<file path="config.mk">
export PLATFORM = sky130hd
export DESIGN_NAME = seven_segment_scanner
export DESIGN_NICKNAME = d
export VERILOG_FILES = /design/src/rtl/seven_segment_scanner.sv
export SDC_FILE = /design/constraint.sdc
export NUM_CORES = 1
export LEC_CHECK = 0
export ABC_CLOCK_PERIOD_IN_PS = 6050
export CAP_MARGIN = 5
export CORE_MARGIN = 1.5
export CORE_UTILIZATION = 45
export DETAILED_ROUTE_END_ITERATION = 16
export PLACE_DENSITY_LB_ADDON = 0.2
export SYNTH_ARGS = -nofsm -noshare
export SYNTH_HDL_FRONTEND = slang
export SYNTH_SLANG_ARGS = --single-unit
</file>
<file path="constraint.sdc">
create_clock -name clk_in -period 6.05 [get_ports clk_in]
set_input_delay 1.21 -clock clk_in [delete_from_list [all_inputs] [get_ports clk_in]]
set_output_delay 1.21 -clock clk_in [all_outputs]
set_load 0.005 [all_outputs]
</file>
<file path="src/rtl/seven_segment_scanner.sv">
// seven_segment_scanner
//   Multiplexed driver for NUM_DIGITS common-anode seven-segment digits.
//   It decodes hex nibbles to active-low cathodes. It also provides a
//   per-digit decimal point, leading-zero blanking, per-digit blink and
//   PWM brightness.
//   Values are double-buffered: a load writes the shadow registers, and the
//   shadow is copied to the active registers only at a frame boundary.
// Ports
//   clk_in       system clock
//   rst_n_in     asynchronous reset, active-low
//   val_in       hex value, digit i = val_in[4i+3:4i], digit 0 rightmost
//   dp_in        decimal point enable per digit (1 = lit)
//   blink_in     per-digit blink enable
//   blank_lz_in  leading-zero suppression, used live
//   bright_in    brightness code, used live
//   load_in      capture val_in/dp_in/blink_in into the shadow registers
//   cat_out      cathodes {g,f,e,d,c,b,a}, active-low
//   dp_out       decimal point cathode, active-low
//   an_out       anodes, active-low, at most one low
//   frame_out    one-cycle pulse at each frame boundary
module seven_segment_scanner #(
   parameter int NUM_DIGITS   = 8,
   parameter int COUNT_TO     = 100_000,
   parameter int PWM_BITS     = 4,
   parameter int BLINK_FRAMES = 64
) (
   input  logic                      clk_in,
   input  logic                      rst_n_in,
   input  logic [4*NUM_DIGITS-1:0]   val_in,
   input  logic [NUM_DIGITS-1:0]     dp_in,
   input  logic [NUM_DIGITS-1:0]     blink_in,
   input  logic                      blank_lz_in,
   input  logic [PWM_BITS-1:0]       bright_in,
   input  logic                      load_in,
   output logic [6:0]                cat_out,
   output logic                      dp_out,
   output logic [NUM_DIGITS-1:0]     an_out,
   output logic                      frame_out
);

   localparam int SLOT_W = $clog2(COUNT_TO + 1);
   localparam int IDX_W  = (NUM_DIGITS > 1) ? $clog2(NUM_DIGITS) : 1;
   localparam int FRM_W  = (BLINK_FRAMES > 1) ? $clog2(BLINK_FRAMES) : 1;

   localparam logic [SLOT_W-1:0] SLOT_LAST  = SLOT_W'(COUNT_TO);
   localparam logic [IDX_W-1:0]  DIGIT_LAST = IDX_W'(NUM_DIGITS - 1);
   localparam logic [FRM_W-1:0]  FRAME_LAST = FRM_W'(BLINK_FRAMES - 1);

   logic [SLOT_W-1:0]       slot_cnt;
   logic [IDX_W-1:0]        digit_idx;
   logic [PWM_BITS-1:0]     pwm_cnt;
   logic [FRM_W-1:0]        frame_cnt;
   logic                    blink_phase;

   logic [4*NUM_DIGITS-1:0] shadow_val, act_val;
   logic [NUM_DIGITS-1:0]   shadow_dp, act_dp;
   logic [NUM_DIGITS-1:0]   shadow_blink, act_blink;

   logic [NUM_DIGITS-1:0]   lz_zero;
   logic [3:0]              cur_nib;
   logic                    cur_dp, cur_blink, cur_lz;
   logic                    blank, lit;

   function automatic logic [6:0] seg_decode(input logic [3:0] nib);
      logic [6:0] seg;
      seg = 7'h7F;
      case (nib)
         4'h0: seg = 7'h40;
         4'h1: seg = 7'h79;
         4'h2: seg = 7'h24;
         4'h3: seg = 7'h30;
         4'h4: seg = 7'h19;
         4'h5: seg = 7'h12;
         4'h6: seg = 7'h02;
         4'h7: seg = 7'h78;
         4'h8: seg = 7'h00;
         4'h9: seg = 7'h10;
         4'hA: seg = 7'h08;
         4'hB: seg = 7'h03;
         4'hC: seg = 7'h46;
         4'hD: seg = 7'h21;
         4'hE: seg = 7'h06;
         4'hF: seg = 7'h0E;
         default: seg = 7'h7F;
      endcase
      return seg;
   endfunction

   // lz_zero[i]: nibbles i..NUM_DIGITS-1 of the active value are all zero
   always_comb begin
      lz_zero = '0;
      for (int unsigned i = 0; i < NUM_DIGITS; i++) begin
         lz_zero[i] = ((act_val >> (4 * i)) == '0);
      end
   end

   always_comb begin
      cur_nib   = '0;
      cur_dp    = 1'b0;
      cur_blink = 1'b0;
      cur_lz    = 1'b0;
      for (int unsigned i = 0; i < NUM_DIGITS; i++) begin
         if (digit_idx == IDX_W'(i)) begin
            cur_nib   = act_val[4*i +: 4];
            cur_dp    = act_dp[i];
            cur_blink = act_blink[i];
            cur_lz    = lz_zero[i];
         end
      end
   end

   always_comb begin
      blank = (blink_phase && cur_blink) ||
              (blank_lz_in && (digit_idx != '0) && cur_lz);
      lit   = (pwm_cnt <= bright_in) && !blank;
   end

   always_ff @(posedge clk_in or negedge rst_n_in) begin
      if (!rst_n_in) begin
         slot_cnt     <= '0;
         digit_idx    <= '0;
         pwm_cnt      <= '0;
         frame_cnt    <= '0;
         blink_phase  <= 1'b0;
         shadow_val   <= '0;
         shadow_dp    <= '0;
         shadow_blink <= '0;
         act_val      <= '0;
         act_dp       <= '0;
         act_blink    <= '0;
         an_out       <= '1;
         cat_out      <= '1;
         dp_out       <= 1'b1;
         frame_out    <= 1'b0;
      end else begin
         pwm_cnt   <= pwm_cnt + 1'b1;
         frame_out <= 1'b0;

         if (load_in) begin
            shadow_val   <= val_in;
            shadow_dp    <= dp_in;
            shadow_blink <= blink_in;
         end

         if (slot_cnt == SLOT_LAST) begin
            slot_cnt <= '0;
            if (digit_idx == DIGIT_LAST) begin
               // Frame boundary. Active takes the shadow contents from before
               // this edge, so a coincident load shows from the next frame.
               digit_idx <= '0;
               frame_out <= 1'b1;
               act_val   <= shadow_val;
               act_dp    <= shadow_dp;
               act_blink <= shadow_blink;
               if (frame_cnt == FRAME_LAST) begin
                  frame_cnt   <= '0;
                  blink_phase <= ~blink_phase;
               end else begin
                  frame_cnt <= frame_cnt + 1'b1;
               end
            end else begin
               digit_idx <= digit_idx + 1'b1;
            end
         end else begin
            slot_cnt <= slot_cnt + 1'b1;
         end

         // Outputs follow the index/PWM state of the previous cycle
         if (lit) begin
            an_out  <= ~(NUM_DIGITS'(1) << digit_idx);
            cat_out <= seg_decode(cur_nib);
            dp_out  <= ~cur_dp;
         end else begin
            an_out  <= '1;
            cat_out <= '1;
            dp_out  <= 1'b1;
         end
      end
   end

endmodule

</file>
==> key figures, run 1 <==
Timing
  – Worst Max-Slew Pin Slew: between 1000 and 1500 ps
  – Setup TNS: 0 ps
  – RSZ-0062 raised after global routing: false
  – Slew HR: 17.5%
  – Clock Skew: about 8.2 ps
  – Fin crit share: between 60 and 70%
  – Crit path time final: ~3800 ps
  – Slew Limit Fails: 0
  – Hold Fails Final Rpt: 0
  – Final setup viols: 0
  – Fmax: approximately 270 MHz

Power and ir drop
  – Switching Fraction: between 20% and 30%
  – Flop pwr share: between 40% and 50%
  – Internal power: 1.63 mW
  – Clock power share: between 40 and 50%
  – PwrDens: between 200 and 300 nW/µm²
  – Lkg Pwr: approximately 3.7 nW
  – Net Sw Power: 0.466 mW
  – Max IR drop VDD: 194 µV
  – Gate power share: approximately 5.0%

Yosys
  – YS warnings: 0
  – Cell taking the most area after synthesis: dfrtp_1
  – Syn Std Cell Area: between 6000 and 7000 µm²
  – Syn Inst Count: a little over 600
  – Post-synth top cells: nand2_1 (160), dfrtp_1 (128), mux2_2 (49)
  – Post-synth top area share: approximately half
  – #FFs+latches synth: between 100 and 150
  – Unique cell type count in the Yosys netlist: 57
  – Sequential share of the synthesized area: roughly 56%
  – Predominant post-synthesis flop cell: dfrtp_1
  – Syn Nets: roughly 700
  – Synth area leaders: dfrtp_1 (49%), nand2_1 (9.2%), mux2_2 (8.5%)
  – Top-count cell post-synth: nand2_1
  – Avg Inst Size Synth: between 10 and 15 µm²
  – Post-synthesis async set-or-reset flop share: 100%
  – Post-synth EDFFs: 0

Detailed routing
  – Starting DRT DRC Count: 320
  – Post-route ant nets: 0
  – Total Wirelength: 13.9 mm
  – Drt pass-1 iters: 5
  – DR vias: 4,605
  – Vias/cell: between 5 and 6
  – DRC viols: 0
  – Wire length per cell: 15.8 µm

Final layout
  – # fillers: around 1,200
  – Ratio of cells with drive above 1 in the final layout: between 10% and 20%
  – ANT cells: 0
  – Nets: 760
  – Synth-to-Final Area Change: 21.0%
  – Fin util: between 50% and 60%

Setup path
  – CP Class: register to register
  – Worst endpoint required time: about 6400 ps
  – Crit path launch type: register
  – Crit Path Max Fanout: 60
  – FF-to-FF End: blink_phase
  – Crit path from: slot_cnt[6]
  – FF-to-FF Start: slot_cnt[6]
  – R2r setup slk: around 2300 ps
  – Arr. time, crit path: approximately 4100 ps
  – Critical path endpoint: blink_phase
  – CP endpoint kind: register
  – R2r worst-path depth: 7

CTS
  – CTS Sinks: 144
  – Worst-Skew Late Latency: about 430 ps
  – CTS tree: built
  – Clk buf depth: 2
  – Clk slew on worst S/H paths: ~60 ps
  – CTS Hold Bufs: 0
  – Post-CTS Setup Bufs: 0
  – Post_cts resized: 0
  – Number of CTS-inserted buffers: 17
  – H-tree levels: 4
  – Root Driver: clkbuf_16

Placement
  – GP Congestion: approximately 0.85
  – I/O Buffers: 72
  – HPWL Detailed: 9.44 mm

Floorplanning
  – IO Count: 73
  – Die Y: about 120 µm
  – Total die area: 15,200 µm²
  – Initial core utilization: between 40% and 50%
  – Die extent in x: between 100 and 150 µm
  – Std-Cell Rows: 43
  – Core footprint: 14,000 µm²

Global routing
  – Initial antenna violation count: 0
  – GRT Overall Usage: 20.0%
  – Vias in the first global route: around 4,700
  – Grt ovf: 0
  – First-pass GRT wire length: around 23 mm
  – Largest net degree at the start of global routing: 84

Job
  – Max cap viols: 0

Outcome
  – Outcome: complete, no violations

Hold path
  – HP Class: register to register
[worst min path at each step]
stage / endpoint / depth (start not counted) / startpoint / slack (ps)
4_1_cts: dp_out / 1 / act_dp[7] / 470
6_report: act_val[26] / 2 / shadow_val[26] / 470
5_1_grt: act_val[13] / 2 / shadow_val[13] / 490
3_3_place_gp: act_val[3] / 2 / shadow_val[3] / 450
3_5_place_dp: dp_out / 1 / act_dp[7] / 460
2_1_floorplan: dp_out / 1 / act_dp[7] / 410
[cell families (layout without fill, tap and decap cells)]
logic type / count (synthesis) / after routing / synth area share (%)
mux: 52 / 52 / 8.92
compound gates: 81 / 81 / 7.92
fa+ha+maj: 19 / 19 / 3.64
simple gates: 253 / 253 / 17.9
buf+inv: 53 / 128 / 3.28
xor+xnor: 21 / 21 / 2.82
flops: 144 / 144 / 55.5
[sequential cells by signal, summed over array words and instances (netlist names), 6 cells and up]
signal and cells:
an_out 8, shadow_val 32, act_blink 8, slot_cnt 17, shadow_dp 8, cat_out 7
frame_cnt 6, shadow_blink 8, act_val 32, act_dp 8
[layout by cell type (no fill, tap or decap), types with 13 or more instances in the layout]
master,instances
nand2_1,160
dfrtp_1,128
clkdlybuf4s50_1,70
mux2_2,49
o21ai_0,25
nand3_1,24
inv_1,21
a21oi_1,20
nor2_1,20
ha_1,19
clkbuf_16,17
dfstp_2,16
xnor2_1,13
[per-stage QoR]
step	cell area [µm²]	std cells	setup slack, ps	hold slack (ps)	power, mW
after CTS	7890	878	2250	472	2.12
after floorplan	6520	623	3300	408	1.07
after detailed placement	7350	846	2020	461	1.14
after global routing	7890	878	1940	493	2.17
final	7890	878	2290	471	2.09
after global placement	7350	846	2200	455	1.14
[critical path: stages (launching register included)]
cell	delay (ps)
dfrtp_1	440
or4_4	570
nor4_4	780
nand2_4	460
inv_2	850
nand4_4	190
nor2_4	190
xor2_1	160
[per-layer routing]
layer | routed length (µm) | share of wire (%) | track usage (%) | vias up
li1 | - | - | - | 2237
met2 | 6440 | 46 | 31.3 | 119
met4 | 202 | 1.5 | 7.11 | 0
met3 | 621 | 4.5 | 5.21 | 16
met5 | 0 | 0 | 0 | -
met1 | 6620 | 48 | 27.0 | 2233
[cell type report]
| type | instances | area, µm² | share of cell area, % |
|---|---|---|---|
| inverter | 23 | 86.3 | 1.09 |
| clock inverter | 12 | 111 | 1.41 |
| multi-input combinational | 426 | 2690 | 34.0 |
| tap | 180 | 225 | 2.85 |
| sequential | 144 | 3620 | 45.9 |
| clock buffer | 20 | 437 | 5.53 |
| timing repair buffer | 73 | 724 | 9.18 |
[power groups by stage]
stage	logic [mW]	registers [mW]	clock network, mW
after floorplan	0.0432	1.03	0
after global placement	0.103	1.04	0
after detailed placement	0.106	1.04	0
after CTS	0.107	1.02	0.993
after global routing	0.115	1.02	1.03
final	0.104	1.02	0.972
Power figures use the tool's default switching activity.
==> inputs of run 2 (changes only) <==
ABC_CLOCK_PERIOD_IN_PS = 3600   (was 6050)
clock period = 3.6 ns   (was 6.05 ns; I/O delays follow)
==> run 2 against run 1 <==
Effect of this change: cell count rose by 0.91%; sequential share of layout area fell by 0.80 points; die area did not move; via count rose by 1.2%; critical path depth rose by 3; clock-buffer cell count fell by 1; non-clock buffer count rose by 8; largest power group is now clock.
==> key figures, run 2 (synthesis results as in run 1) <==
Outcome
  – Outcome: complete, no violations

Final layout
  – ANT cells: 0 (unchanged)
  – Ratio of cells with drive above 1 in the final layout: 16.4% (+1.4 points)
  – # fillers: 1,157 (-7.0%)
  – Commonest cells after routing, fill and taps aside: nand2_1 (160), dfrtp_1 (128), clkdlybuf4s50_1 (70), mux2_2 (49), o21ai_0 (25)
  – Commonest non-fill, non-tap cell in the layout: nand2_1
  – Top Registers: act_val (32), shadow_val (32), slot_cnt (17)
  – Nets: 768 (+1.1%)
  – Synth-to-Final Area Change: 23.1%

Setup path
  – FF-to-FF Start: digit_idx[2]
  – Crit path top cell by count: ha_1
  – CP Class: register to register
  – Crit path from: digit_idx[2]
  – Worst Path Buf+Inv: 1 (unchanged)
  – Slowest-stage cell, CP: dfrtp_1
  – CP peak stage delay: 640 ps (-210 ps)
  – Worst endpoint required time: 3950 ps (-2450 ps)
  – Crit-path cells: inv_1, ha_1, or2_2, a221oi_1, o22ai_1, a21o_1, ha_1, mux2_2, mux2i_1, nand2_1
  – Largest delay share family, worst path: compound AO/OA/AOI/OAI gates
  – Crit Path Max Fanout: 16 (-73%)
  – Arr. time, crit path: 3340 ps (-770 ps)
  – CP endpoint kind: register
  – Crit path launch type: register

Timing
  – Crit path time final: 2980 ps (-780 ps)
  – Slew Limit Fails: 0 (unchanged)
  – Setup TNS: 0 ps (unchanged)
  – Final setup viols: 0 (unchanged)
  – Clock Skew: 13.2 ps (+5.01 ps)
  – Worst Max-Slew Pin Slew: 1130 ps (-97.0 ps)
  – Hold Slack: 355 ps (-116 ps)
  – Slew HR: 24.4% (+6.8 points)
  – Hold Fails Final Rpt: 0 (unchanged)
  – PnR worst setup slack: 620 ps (-1670 ps)
  – RSZ-0062 raised after global routing: false
  – Fin crit share: 82.8% (+21 points)
  – Fmax: 336 MHz (+26%)

CTS
  – Number of CTS-inserted buffers: 17 (unchanged)
  – Post-CTS Setup Bufs: 0 (unchanged)
  – H-tree levels: 4 (unchanged)
  – Clk slew on worst S/H paths: 70 ps (about the same)
  – Post_cts resized: 0 (unchanged)
  – Clk buf depth: 2 (unchanged)
  – Worst-Skew Late Latency: 420 ps (about the same)
  – CTS Sinks: 144 (unchanged)
  – Root Driver: clkbuf_16
  – CTS tree: built
  – CTS Hold Bufs: 0 (unchanged)

Global routing
  – Initial antenna violation count: 0 (unchanged)
  – Grt ovf: 0 (unchanged)
  – Largest net degree at the start of global routing: 86 (+2.4%)
  – First-pass GRT wire length: 23.7 mm (+2.2%)
  – GRT Overall Usage: 20.4% (+0.37 points)
  – Vias in the first global route: 4,743 (+0.98%)

Detailed routing
  – Total Wirelength: 14.1 mm (+1.8%)
  – Drt pass-1 iters: 5 (unchanged)
  – Wire length per cell: 16.0 µm (+0.89%)
  – DR vias: 4,660 (+1.2%)
  – Vias/cell: 5.26 (+0.28%)
  – Starting DRT DRC Count: 269 (-16%)
  – Post-route ant nets: 0 (unchanged)
  – DRC viols: 0 (unchanged)

Power and ir drop
  – PwrDens: 455 nW/µm² (+72%)
  – Lkg Pwr: 3.74 nW (+2.1%)
  – Final Power: 3.66 mW (+75%)
  – Max IR drop VDD: 308 µV (+59%)

Placement
  – GP Congestion: 0.863 (+1.7%)
  – I/O Buffers: 72 (unchanged)
  – Pre-CTS setup slack: 736 ps (-1280 ps)
  – HPWL Detailed: 9.58 mm (+1.6%)

Job
  – Max cap viols: 0 (unchanged)

Floorplanning
  – Initial core utilization: 46.5% (unchanged)
  – IO Count: 73 (unchanged)
  – Core footprint: 14,000 µm² (unchanged)
  – Die extent in x: 123 µm (unchanged)
  – Total die area: 15,200 µm² (unchanged)
  – Std-Cell Rows: 43 (unchanged)
  – Die Y: 123 µm (unchanged)

Hold path
  – HP Class: primary input to asynchronous set/reset pin
[run 2: worst paths after layout]
path | to | slack [ps] | depth (start not counted)
worst max register to register | cat_out[3] | 620 | 10
max in group asynchronous | act_val[27] | 2450 | 2
worst max-delay path | cat_out[3] | 620 | 10
worst min register to register | act_val[8] | 470 | 2
min in group clk_in | act_val[8] | 470 | 2
worst min-delay path | pwm_cnt[2] | 350 | 1
[run 2: per-layer routing]
layer / vias up / routed length [µm] / global-route usage [%] / share of wire (%)
met5: - / 0 / 0 / 0
met1: 2231 / 6740 / 28.4 / 48
met4: 0 / 282 / 7.76 / 2.0
met3: 24 / 735 / 5.26 / 5.2
met2: 132 / 6390 / 30.6 / 45
li1: 2273 / - / - / -
[run 2: per-stage QoR]
stage / util (%) / std cells / cell area, µm²
6_report: 57.2 / 886 / 8030
4_1_cts: 57.2 / 886 / 8030
5_1_grt: 57.2 / 886 / 8030
3_3_place_gp: 52.9 / 854 / 7430
2_1_floorplan: - / 623 / 6520
3_5_place_dp: 52.9 / 854 / 7430
[run 2: final cells by class]
type | count | area, µm² | area share [%]
Sequential cell | 144 | 3620 | 45.1
Clock buffer | 19 | 453 | 5.64
Clock inverter | 13 | 150 | 1.87
Timing Repair Buffer | 81 | 810 | 10.1
Tap cell | 180 | 225 | 2.80
Inverter | 23 | 86.3 | 1.07
Multi-Input combinational cell | 426 | 2690 | 33.4
[run 2: where the power goes]
group	switching [mW]	leakage [nW]	internal, mW	total (mW)
clock network	0.706	0.291	1.07	1.77
registers	0.0307	1.83	1.68	1.71
logic	0.0680	1.62	0.110	0.178
